### config.mk
export PLATFORM = sky130hd
export DESIGN_NAME = din_wled_rx
export DESIGN_NICKNAME = d
export VERILOG_FILES = /design/src/rtl/din_wled_rx_pkg.sv /design/src/rtl/din_wled_rx_sync_edge.sv /design/src/rtl/din_wled_rx.sv
export SDC_FILE = /design/constraint.sdc
export NUM_CORES = 1
export LEC_CHECK = 0
export CORE_AREA = 2 2 73 127
export DETAILED_ROUTE_END_ITERATION = 10
export DIE_AREA = 0 0 75 129
export DONT_BUFFER_PORTS = 1
export PLACE_DENSITY_LB_ADDON = 0.15
export REMOVE_ABC_BUFFERS = 1
export SLEW_MARGIN = 20
export SYNTH_ARGS = -nofsm -noshare
export SYNTH_HDL_FRONTEND = slang
export SYNTH_SLANG_ARGS = --single-unit
export TNS_END_PERCENT = 100
### constraint.sdc
create_clock -name clk_i -period 2.8 [get_ports clk_i]
set_input_delay 0.14 -clock clk_i [delete_from_list [all_inputs] [get_ports clk_i]]
set_output_delay 0.14 -clock clk_i [all_outputs]
set_load 0.02 [all_outputs]
### src/rtl/din_wled_rx_pkg.sv
// Shared definitions for the WS2812 receiver: FSM encoding and ns/us-to-cycle helpers.
// The transmitter imports the same package so both ends agree on timing math.
package din_wled_rx_pkg;

  localparam int TCNT_W = 16;

  typedef enum logic [1:0] {
    ST_SYNC = 2'd0,
    ST_LOW  = 2'd1,
    ST_HIGH = 2'd2
  } state_e;

  function automatic int ns_to_cyc(input int clk_mhz, input int t_ns);
    return (clk_mhz * t_ns) / 1000;
  endfunction

  function automatic int us_to_cyc(input int clk_mhz, input int t_us);
    return clk_mhz * t_us;
  endfunction

endpackage

### src/rtl/din_wled_rx_sync_edge.sv
// Two-flop synchronizer for the asynchronous serial line, plus one history flop
// producing single-cycle rise/fall strobes aligned with the synchronized level.
module wled_sync_edge (
  input  logic clk_i,
  input  logic rst_n_i,
  input  logic d_i,
  output logic level_o,
  output logic rise_o,
  output logic fall_o
);

  logic [2:0] sr_q;

  always_ff @(posedge clk_i or negedge rst_n_i) begin
    if (!rst_n_i) sr_q <= '0;
    else          sr_q <= {sr_q[1:0], d_i};
  end

  assign level_o = sr_q[1];
  assign rise_o  = sr_q[1] & ~sr_q[2];
  assign fall_o  = ~sr_q[1] & sr_q[2];

endmodule

### src/rtl/din_wled_rx.sv
// WS2812 NRZ receiver: measures high-pulse widths to decode GRB words and
// latches a per-pixel MSB vector for each colour at every reset gap.
module din_wled_rx
  import din_wled_rx_pkg::*;
#(
  parameter int CLK_MHZ     = 27,
  parameter int NUM_LEDS    = 1,
  parameter int THRESH_NS   = 625,
  parameter int MIN_HIGH_NS = 150,
  parameter int MAX_HIGH_NS = 1000,
  parameter int RESET_US    = 50
) (
  input  logic                clk_i,
  input  logic                rst_n_i,
  input  logic                wled_in_i,
  output logic [23:0]         rgb_data_o,
  output logic [7:0]          led_num_o,
  output logic                word_valid_o,
  output logic                frame_done_o,
  output logic [NUM_LEDS-1:0] green_o,
  output logic [NUM_LEDS-1:0] red_o,
  output logic [NUM_LEDS-1:0] blue_o,
  output logic                err_o
);

  localparam logic [TCNT_W-1:0] C_THRESH = TCNT_W'(ns_to_cyc(CLK_MHZ, THRESH_NS));
  localparam logic [TCNT_W-1:0] C_MIN    = TCNT_W'(ns_to_cyc(CLK_MHZ, MIN_HIGH_NS));
  localparam logic [TCNT_W-1:0] C_MAX    = TCNT_W'(ns_to_cyc(CLK_MHZ, MAX_HIGH_NS));
  localparam logic [TCNT_W-1:0] C_RESET  = TCNT_W'(us_to_cyc(CLK_MHZ, RESET_US));

  logic level, rise, fall;

  wled_sync_edge u_sync_edge (
    .clk_i   (clk_i),
    .rst_n_i (rst_n_i),
    .d_i     (wled_in_i),
    .level_o (level),
    .rise_o  (rise),
    .fall_o  (fall)
  );

  state_e              state_q, state_d;
  logic [TCNT_W-1:0]   tcnt_q;
  logic [4:0]          bit_cnt_q;
  logic [23:0]         shift_q;
  logic                word_rdy_q;
  logic [7:0]          pix_cnt_q;
  logic [NUM_LEDS-1:0] shadow_g_q, shadow_r_q, shadow_b_q;

  logic err_d, frame_d, shift_en, clr_cnt, bit_val;

  // tcnt measures time since the last synced edge: high width in HIGH, low width elsewhere
  always_ff @(posedge clk_i or negedge rst_n_i) begin
    if (!rst_n_i)              tcnt_q <= '0;
    else if (rise || fall)     tcnt_q <= '0;
    else if (tcnt_q != '1)     tcnt_q <= tcnt_q + 1'b1;
  end

  always_ff @(posedge clk_i or negedge rst_n_i) begin
    if (!rst_n_i) state_q <= ST_SYNC;
    else          state_q <= state_d;
  end

  always_comb begin
    state_d = state_q;
    case (state_q)
      ST_SYNC: if (!level && tcnt_q >= C_RESET) state_d = ST_LOW;
      ST_LOW:  if (rise) state_d = ST_HIGH;
      ST_HIGH: begin
        if (tcnt_q > C_MAX)  state_d = ST_SYNC;
        else if (fall)       state_d = (tcnt_q < C_MIN) ? ST_SYNC : ST_LOW;
      end
      default: state_d = ST_SYNC;
    endcase
  end

  always_comb begin
    err_d    = 1'b0;
    frame_d  = 1'b0;
    shift_en = 1'b0;
    clr_cnt  = 1'b0;
    bit_val  = (tcnt_q >= C_THRESH);
    case (state_q)
      ST_LOW: begin
        // equality rather than >= so the latch fires once per gap
        if (!rise && tcnt_q == C_RESET) begin
          frame_d = 1'b1;
          err_d   = (bit_cnt_q != 5'd0);
        end
      end
      ST_HIGH: begin
        if (tcnt_q > C_MAX || (fall && tcnt_q < C_MIN)) begin
          err_d   = 1'b1;
          clr_cnt = 1'b1;
        end else if (fall) begin
          shift_en = 1'b1;
        end
      end
      default: ;
    endcase
  end

  always_ff @(posedge clk_i or negedge rst_n_i) begin
    if (!rst_n_i) begin
      bit_cnt_q    <= '0;
      shift_q      <= '0;
      word_rdy_q   <= 1'b0;
      pix_cnt_q    <= '0;
      shadow_g_q   <= '0;
      shadow_r_q   <= '0;
      shadow_b_q   <= '0;
      rgb_data_o   <= '0;
      led_num_o    <= '0;
      word_valid_o <= 1'b0;
      frame_done_o <= 1'b0;
      green_o      <= '0;
      red_o        <= '0;
      blue_o       <= '0;
      err_o        <= 1'b0;
    end else begin
      err_o        <= err_d;
      frame_done_o <= frame_d;
      word_valid_o <= word_rdy_q;
      word_rdy_q   <= shift_en && (bit_cnt_q == 5'd23);

      if (clr_cnt || frame_d)  bit_cnt_q <= '0;
      else if (shift_en)       bit_cnt_q <= (bit_cnt_q == 5'd23) ? 5'd0 : bit_cnt_q + 5'd1;

      if (shift_en) shift_q <= {shift_q[22:0], bit_val};

      if (word_rdy_q) begin
        rgb_data_o <= shift_q;
        led_num_o  <= pix_cnt_q;
        for (int i = 0; i < NUM_LEDS; i++) begin
          if (pix_cnt_q == 8'(i)) begin
            shadow_g_q[i] <= shift_q[23];
            shadow_r_q[i] <= shift_q[15];
            shadow_b_q[i] <= shift_q[7];
          end
        end
      end

      if (clr_cnt || frame_d)                    pix_cnt_q <= '0;
      else if (word_rdy_q && pix_cnt_q != 8'hFF) pix_cnt_q <= pix_cnt_q + 8'd1;

      if (frame_d) begin
        green_o <= shadow_g_q;
        red_o   <= shadow_r_q;
        blue_o  <= shadow_b_q;
      end
    end
  end

endmodule

# Word level (Yosys, flattened, before mapping)
# Index checks and enable logic that the tools add are counted.
# W data, S select, Z words.
[word_totals]
input_bits = 3
word_cells = 78
ff_bits = 100
[op_classes]
n_reduce_logical = 18
n_mux = 22
addsub = 3
magnitude_cmp = 4
eq_ne = 9
bitwise = 4
[op_table]
columns = ["operator", "n"]
rows = [
  ["$mux W16", 2],
  ["$add A16 B1 Y16 const B", 1],
  ["$eq A16 B11 Y1 const B", 1],
  ["$ge A16 B11 Y1 const B", 1],
  ["$ge A16 B5 Y1 const B", 1],
  ["$gt A16 B5 Y1 const B", 1],
  ["$lt A16 B3 Y1 const B", 1],
  ["$mux W8", 2],
  ["$ne A16 B16 Y1 const B", 1],
  ["$mux W5", 3],
  ["$mux W1", 9],
  ["$add A8 B1 Y8 const B", 1],
  ["$logic_not A8 Y1", 1],
  ["$mux W2", 4],
  ["$ne A8 B8 Y1 const B", 1],
  ["$pmux W2 S3", 1],
  ["$reduce_bool A2 Y1", 3],
  ["$add A5 B1 Y5 const B", 1],
  ["$eq A5 B5 Y1 const B", 1],
  ["$logic_and A1 B1 Y1", 5],
  ["$reduce_bool A5 Y1", 1],
  ["$ne A2 B2 Y1 const B", 2],
  ["$logic_or A1 B1 Y1", 3],
  ["$ne A3 B3 Y1 const B", 1],
  ["other kinds (9)", 12],
]

# Depth between registers and ports, before layout
# Gate-level depths: netlist (run 1).
[depth]
depth_word = 8
mapped_depth = 9
ltp_nobuf = 7

# Cells and area by module
# Synthesis (run 1) repeated with hierarchy kept, for this count alone.
[hier_totals]
hier_cells = 420
hier_area_um2 = 4453.0
[by_module_without_submodules]
columns = ["module", "cells_per_inst", "instances", "area_each_um2", "seq_area_each_um2"]
rows = [
  ["din_wled_rx", 415, 1, 4362.9, 2427.3],
  ["wled_sync_edge", 5, 1, 90.1, 75.1],
]

# Worst setup path before layout (run 1)
# Ideal clock, no wire load.
[synth_timing]
kind = "register to register"
start = "register tcnt_q[12]"
end = "register state_q[1]"
path_stages_with_launch = 6
required_ps = 2674
period_less_slack_ps = 2240
setup_slack_ps = 560
t_arrival_ps = 2114
setup_time_ps = 126
cell_sequence = "dfrtp_1 -> or4_1 -> or4_4 -> nor4_2 -> nor3b_1 -> o32a_1"
[synth_via]
elab_chain_cells = 4
[synth_lines]
columns = ["item", "line", "text"]
rows = [
  ["from (decl)", "din_wled_rx.sv:43", "logic [TCNT_W-1:0] tcnt_q;"],
  ["from (signal assigned)", "din_wled_rx.sv:56", "else if (tcnt_q != '1) tcnt_q <= tcnt_q + 1'b1;"],
  ["$ge A16 B11 Y1", "din_wled_rx.sv:67", "ST_SYNC: if (!level && tcnt_q >= C_RESET) state_d = ST_LOW;"],
  ["$logic_and A1 B1 Y1", "din_wled_rx.sv:67", ""],
  ["$ne A2 B2 Y1 (no line)", "-", ""],
  ["$reduce_and A3 Y1 (no line)", "-", ""],
  ["to (signal assigned)", "din_wled_rx.sv:61", "else state_q <= state_d;"],
  ["to (decl)", "din_wled_rx.sv:42", "state_e state_q, state_d;"],
]
# Parallel ways exist; a longest one is shown, timed or not.
# A chain may end at the register's enable or synchronous reset.

# Worst setup path after layout (run 1)
[layout_timing]
start = "register tcnt_q[12]"
end = "register pix_cnt_q[6]"
[layout_via]
elab_chain_cells = 7
[layout_lines]
columns = ["item", "line", "text"]
rows = [
  ["$lt A16 B3 Y1", "din_wled_rx.sv:92", "if (tcnt_q > C_MAX || (fall && tcnt_q < C_MIN)) begin"],
  ["$logic_and A1 B1 Y1", "din_wled_rx.sv:92", ""],
  ["$logic_or A1 B1 Y1", "din_wled_rx.sv:92", ""],
  ["$mux W1", "din_wled_rx.sv:92", ""],
  ["$mux W1", "din_wled_rx.sv:83", "case (state_q)"],
  ["$logic_or A1 B1 Y1 *", "din_wled_rx.sv:143", "if (clr_cnt || frame_d) pix_cnt_q <= '0;"],
  ["$mux W8 or $reduce_bool A2 Y1 (tied branches)", "-", ""],
  ["to (signal assigned)", "din_wled_rx.sv:144", "else if (word_rdy_q && pix_cnt_q != 8'hFF) pix_cnt_q <= pix_cnt_q + 8'd1;"],
  ["to (decl)", "din_wled_rx.sv:47", "logic [7:0] pix_cnt_q;"],
]
# Every way passes the cells marked *; elsewhere a longest branch is shown, timed or not.

==> impl_metrics.yaml, run 1 <==
worst_hold_path:
  hold_path.class: "flip-flop to flip-flop"
worst_setup_path:
  startpoint: "tcnt_q[12]"
  r2r-end: "pix_cnt_q[6]"
  r2r_setup_slack_ns: 0.30
  critPathCaptureType: "flip-flop"
  path_max_fanout: 13
  reg2regPathDepth: 5
  r2r_start: "tcnt_q[12]"
  critPathKind: "flip-flop to flip-flop"
  arrival_ns: 2.74
  worst_setup_path_start_kind: "flip-flop"
  endpoint: "pix_cnt_q[6]"
  crit_required_ns: 3.04
routing:
  drtIter0Drc: 244
  drc: 0
  vias_per_cell: 5.40
  wl_per_cell_um: 14.9
  wl_mm: 8.10
  via_count: 2933
  detail-route-antenna-nets: 0
  firstDrtPassIters: 4
timing:
  drv_slew: 0
  tightest_slew_ns: 0.978
  fin_ws_ns: 0.298
  setup_viol_count_final: 0
  hold_ws_ns: 0.349
  relSlewSlack_pct: 33.1
  period_minus_slack_ns: 2.50
  finalSetupTns_ns: 0
  finalCritPeriodShare_pct: 89.4
  hold_viol_final: 0
  rsz0062_at_grt: "no"
  fin_skew_ns: 0.00791
  max_freq_mhz: 400
floorplanning:
  die-width_um: 75
  fp.dieH_um: 129
  die-area_um2: 9680
  core_um2: 8610
  io_pins: 41
  num_rows: 45
  initial_core_util_pct: 51.9
finish:
  fillerInstances: 747
  area_growth_pct: 10.3
  num_antenna_cells: 0
  final_layout_size_suffix_gt1_share_pct: 15.3
  nNetsFinal: 436
  utilization_pct: 57.2
flow_run:
  maxCapViolations: 0
power:
  vdd_drop_max_mv: 0.296
  power.leakage_nw: 2.37
  power_frac_seq_pct: 52.9
  p_per_area_nw_per_um2: 564
  p_total_mw: 2.78
  internal_power_mw: 2.19
  swShare_pct: 21.1
  comb_power_share_pct: 2.3
  power.share.clock_pct: 44.8
  switching_power_mw: 0.586
yosys:
  syn_area_um2: 4470
  synthXorXnorAreaFrac_pct: 3.14
  synth-compound-area-share_pct: 4.73
  synth_cell_type_count: 42
  synth_seq_cells: 100
  synth_fa_ha_area_share_pct: 3.36
  synthMuxAreaShare_pct: 9.80
  syn_area_per_cell_um2: 10.6
  ys_seq_area_share_pct: 56.0
  netlist_instances: 420
  synth_top_family_by_area: "simple AND/OR/NAND/NOR gates"
  yosys_warnings: 0
  yosys.area_share.simple_pct: 20.1
global_route:
  antenna_found_initial: 0
  grt_pass1_wl_mm: 13.3
  grt_pass1_vias: 2783
  grt_max_degree: 101
  grt_usage_pct: 18.1
  grt.overflow.total: 0
place:
  hpwl_mm: 5.53
  port_buffers: 0
  place_congestion: 0.898
  dpl_worst_slack_ns: 0.311
clocking:
  cts_buffer_depth: 2
  cts_tree: "done"
  cts_root_buffer: "clkbuf_16"
  clock_latency_ns: 0.34
  clock_sinks: 100
  cts_resized: 0
  ctsHtreeMaxLevel: 3
  clkSlewWorstSetupHoldPaths_ns: 0.06
  cts-buffers-inserted: 9
status:
  status: "completed"
[power groups by stage]
stage                     combinational, mW  sequential (mW)  clock, mW
after global routing                 0.0773             1.47       1.35
after global placement               0.0310             1.50          0
after detailed placement             0.0326             1.50          0
after CTS                            0.0690             1.47       1.28
after floorplan                      0.0241             1.49          0
final                                0.0650             1.47       1.24
[final cells by class]
type,count,area (um2),area share [%]
tap,117,146,2.97
timing repair buffer,8,85.1,1.73
sequential,100,2500,50.8
clock buffer,11,243,4.93
multi-input combinational,288,1840,37.4
inverter,14,52.6,1.07
clock inverter,5,57.6,1.17
[flip-flops by register name, summed over array words and instances, names as in the netlist]
| name | count |
|---|---|
| rgb_data_o | 24 |
| shift_q | 24 |
| tcnt_q | 16 |
| led_num_o | 8 |
| pix_cnt_q | 8 |
| bit_cnt_q | 5 |
| u_sync_edge.sr_q | 3 |
| state_q | 2 |
| blue_o | 1 |
| err_o | 1 |
| frame_done_o | 1 |
| green_o | 1 |
| red_o | 1 |
| shadow_b_q | 1 |
| shadow_g_q | 1 |
| shadow_r_q | 1 |
| word_rdy_q | 1 |
| word_valid_o | 1 |
[critical path, stage by stage (launching register included)]
cell and delay (ns):
dfrtp_1 0.43, or4_1 0.57, or4_4 0.55, o21ai_0 0.25, nand2_1 0.32, a211oi_1 0.28
[cells in the mapped netlist]
master     count  share of area (%)
a2111oi_0      2               0.39
nor3b_1        3               0.50
and4_1         4               0.78
nor4_1         4               0.56
a31o_2         1               0.20
or2_2          1               0.14
nor3_1         9                1.0
nand2_1       93                7.8
mux2_2        38                9.6
nor4_2         2               0.56
nand2b_1       4               0.56
o32ai_1        1               0.20
nor2_1        27                2.3
buf_2          5               0.56
nor2b_1        2               0.28
a211oi_1       2               0.34
buf_1          2               0.17
nand4_1        7               0.98
xor2_1         9                1.8
and2_1         2               0.28
and3_1         3               0.42
xnor2_1        7                1.4
a21oi_1        9                1.0
nand3_1       13                1.5
a211o_1        1               0.20
nand3b_1       1               0.17
clkbuf_1      11               0.92
nor4b_1        3               0.59
inv_1         14                1.2
a31oi_1        3               0.42
nand4b_1       2               0.39
o211ai_1       1               0.17
mux2i_1        1               0.22
a311oi_1       1               0.20
or4_1          4               0.67
o32a_1         1               0.22
o2111ai_1      2               0.39
dfrtp_1      100                 56
ha_1          12                3.4
o21ai_0        9                1.0
or4_4          1               0.25
or3_1          3               0.42
[repair_timing]
action                    CTS  global route
hold buffers                3             0
hold endpoints to repair  101             0
setup buffers               0             0
[worst min path at each step]
| stage | from | to | slack, ns | cells after the start |
|---|---|---|---|---|
| 6_report | u_sync_edge.sr_q[0] | u_sync_edge.sr_q[1] | 0.35 | 0 |
| 4_1_cts | wled_in_i | u_sync_edge.sr_q[0] | 0.35 | 1 |
| 3_3_place_gp | rst_n_i | word_valid_o | -0.15 | 0 |
| 5_1_grt | wled_in_i | u_sync_edge.sr_q[0] | 0.34 | 1 |
| 3_5_place_dp | rst_n_i | word_valid_o | -0.15 | 0 |
| 2_1_floorplan | rst_n_i | bit_cnt_q[0] | -0.16 | 0 |
[metrics by stage]
| stage | cells | cell area (um2) |
|---|---|---|
| floorplan | 402 | 4390 |
| global placement | 524 | 4580 |
| detailed placement | 524 | 4580 |
| CTS | 543 | 4930 |
| global route | 543 | 4930 |
| finish | 543 | 4930 |
[cells in the final DEF, fill, tap and decap left out, drive strengths merged, types with 3 or more instances in the layout]
master,instances
inv,16
a31oi,3
mux2,38
xnor2,7
xor2,9
o21ai,9
and4,4
buf,6
nand3,13
nand2b,4
nor3,9
a21oi,9
or4,5
ha,12
nand2,93
nor3b,3
nor4b,3
nor4,6
or3,3
clkbuf,11
and3,3
nand4,7
nor2,27
dfrtp,100
[layer usage]
metal / vias up / track usage, % / part of all wire, %
met5: - / 0 / 0
met4: 0 / 9.87 / 1.4
met3: 8 / 3.68 / 2.1
met2: 36 / 29.9 / 53
met1: 1454 / 21.4 / 43
li1: 1435 / - / -
[cell families (layout without fill, tap and decap cells)]
group	count (synthesis)	in the layout
adder cells (fa/ha/maj)	12	12
AND/OR/NAND/NOR	188	188
flip-flops	100	100
AO/OA/AOI/OAI	33	33
multiplexers	39	39
XOR/XNOR	16	16
buffers and inverters	32	38
Power figures use the tool's default switching activity.
==> run 2: changes to the inputs <==
- BUFFER_PORTS_ARGS: default -> -buffer_cell sky130_fd_sc_hd__buf_2
- DONT_BUFFER_PORTS: 1 -> default
- SYNTH_HIERARCHICAL: default -> 1
==> impl_metrics.yaml, run 2 <==
status:
  status: "completed"
routing:
  vias_per_cell: 5.37
  detail-route-antenna-nets: 0
  via_count: 3117
  wl_mm: 8.30
  drtIter0Drc: 188
  firstDrtPassIters: 7
  drc: 0
  wl_per_cell_um: 14.3
timing:
  max_freq_mhz: 392
  fin_ws_ns: 0.251
  drv_slew: 0
  finalCritPeriodShare_pct: 91.0
  hold_viol_final: 0
  setup_viol_count_final: 0
  rsz0062_at_grt: "no"
  fin_skew_ns: 0.00384
  relSlewSlack_pct: 53.1
  tightest_slew_ns: 0.685
  finalSetupTns_ns: 0
  period_minus_slack_ns: 2.55
floorplanning:
  initial_core_util_pct: 51.7
  die-width_um: 75
  core_um2: 8610
  num_rows: 45
  io_pins: 41
  fp.dieH_um: 129
  die-area_um2: 9680
clocking:
  ctsHtreeMaxLevel: 3
  cts_resized: 0
  cts_setup_buffers: 0
  clock_latency_ns: 0.34
  clkSlewWorstSetupHoldPaths_ns: 0.06
  cts_root_buffer: "clkbuf_16"
  cts_buffer_depth: 2
  clock_sinks: 100
  cts-buffers-inserted: 9
  holdBufCountCts: 2
  cts_tree: "done"
power:
  comb_power_share_pct: 2.6
  internal_power_mw: 2.07
  p_per_area_nw_per_um2: 517
  power_frac_seq_pct: 56.2
  p_total_mw: 2.62
  swShare_pct: 21.0
  power.share.clock_pct: 41.2
  switching_power_mw: 0.551
  vdd_drop_max_mv: 0.291
  power.leakage_nw: 2.63
place:
  place_congestion: 0.818
  hpwl_mm: 5.90
  dpl_worst_slack_ns: 0.234
  port_buffers: 40
  place_area_um2: 4790
worst_setup_path:
  critPathCaptureType: "flip-flop"
  arrival_ns: 2.79
  crit_slowest_cell: "or4b_1"
  path_max_fanout: 12
  crit_required_ns: 3.04
  worst_setup_path_start_kind: "flip-flop"
  critPathKind: "flip-flop to flip-flop"
  slowest_delay_ns: 0.53
  crit_chain: "or4_1 > or4b_1 > buf_4 > o21ai_0 > nand2_1 > a211oi_1"
yosys:
  yosys.area_share.simple_pct: 18.5
  synth-compound-area-share_pct: 4.75
  ys_seq_area_share_pct: 56.2
  syn_area_per_cell_um2: 10.6
  yosys_warnings: 6
  syn_area_um2: 4450
  synth_seq_cells: 100
  synthTopCellsByCount: "dfrtp_1, nand2_1, mux2_2, nor2_1"
  synth_cell_type_count: 41
  synth_fa_ha_area_share_pct: 2.81
  synth_top_family_by_area: "simple AND/OR/NAND/NOR gates"
  async_reset_ff_share_pct: 100
  synth_edf_count: 0
  netlist_instances: 420
  yosysMostFrequentCell: "dfrtp_1"
  ys.flop_type: "dfrtp_1"
  ys_top_cells_by_area: "dfrtp_1, mux2_2, nand2_1"
  synthMuxAreaShare_pct: 10.8
  yosysTopAreaCell: "dfrtp_1"
  synth_top_area_share_pct: 56.2
  synthXorXnorAreaFrac_pct: 3.54
finish:
  num_antenna_cells: 0
  utilization_pct: 58.8
  final_layout_size_suffix_gt1_share_pct: 22.9
  nNetsFinal: 473
  top_regs: "rgb_data_o x24, shift_q x24, tcnt_q x16"
  final_area_um2: 5060
  layout_common_cells: "dfrtp_1, nand2_1, mux2_2, buf_2, nor2_1"
  final_common_cell: "dfrtp_1"
  area_growth_pct: 13.7
global_route:
  grt_usage_pct: 19.4
  grt.overflow.total: 0
  antenna_found_initial: 0
  grt_pass1_vias: 3104
  grt_max_degree: 57
  grt_pass1_wl_mm: 14.5
flow_run:
  maxCapViolations: 0
worst_hold_path:
  hold_path.class: "flip-flop to flip-flop"
run 2: changes by cell type in the layout (fill, tap and decap cells not counted), sizes merged, moves of 3 or more:
cell and delta:
nor3 -3, and4 -3, mux2i +3, nand2b -4
nand4 -3, xor2 -6, nor3b -3, nand3 +6
a211oi +5, buf +44, xnor2 +8, nand2 -11
and3 +3, nor2 +7
run 2: worst max-delay path, delay by kind of cell (launching register included):
family          cells  cell delay, ns
flops               1            0.43
compound gates      2            0.50
buf+inv             1            0.18
simple gates        3            1.34
run 2: path summary, 6_finish.rpt:
| check | start | end | slack, ns | cells after the start |
|---|---|---|---|---|
| min in group asynchronous | rst_n_i | led_num_o[2] | 0.40 | 2 |
| min reg2reg | u_sync_edge/sr_q[0] | u_sync_edge/sr_q[1] | 0.35 | 0 |
| min | u_sync_edge/sr_q[0] | u_sync_edge/sr_q[1] | 0.35 | 0 |
| max | tcnt_q[8] | pix_cnt_q[6] | 0.25 | 6 |
| max reg2reg | tcnt_q[8] | pix_cnt_q[6] | 0.25 | 6 |
| max in group asynchronous | rst_n_i | rgb_data_o[4] | 1.72 | 3 |
run 2: power groups by stage:
stage	clock [mW]	combinational, mW	sequential [mW]
after CTS	1.12	0.0716	1.47
after detailed placement	0	0.0692	1.50
after global placement	0	0.0689	1.50
after floorplan	0	0.0277	1.49
after global routing	1.19	0.0807	1.47
final	1.08	0.0681	1.47
run 2: per-stage QoR:
step / instances / hold slack, ns
after floorplan: 397 / -0.156
after global placement: 564 / 0.237
after detailed placement: 564 / 0.241
after CTS: 580 / 0.349
after global routing: 580 / 0.356
final: 580 / 0.347
run 2: logic make-up after synthesis:
family | Yosys count
AO/OA/AOI/OAI | 33
XOR/XNOR | 18
adder cells (fa/ha/maj) | 10
buffers and inverters | 38
flip-flops | 100
multiplexers | 43
AND/OR/NAND/NOR | 178
run 2: final cells by class:
type | instances | area [um2]
fillers | 746 | 3550
well taps | 117 | 146
clock buffers | 12 | 236
inverters | 15 | 56.3
repair buffers | 52 | 310
multi-input cells | 282 | 1800
clock inverters | 2 | 13.8
flip-flops and latches | 100 | 2500
run 2: routing by layer:
| layer | part of all wire [%] | global-route usage [%] | vias to the layer above |
|---|---|---|---|
| li1 | - | - | 1497 |
| met1 | 41 | 23.0 | 1546 |
| met2 | 54 | 32.8 | 58 |
| met3 | 2.8 | 5.09 | 16 |
| met4 | 2.3 | 7.77 | 0 |
| met5 | 0 | 0 | - |
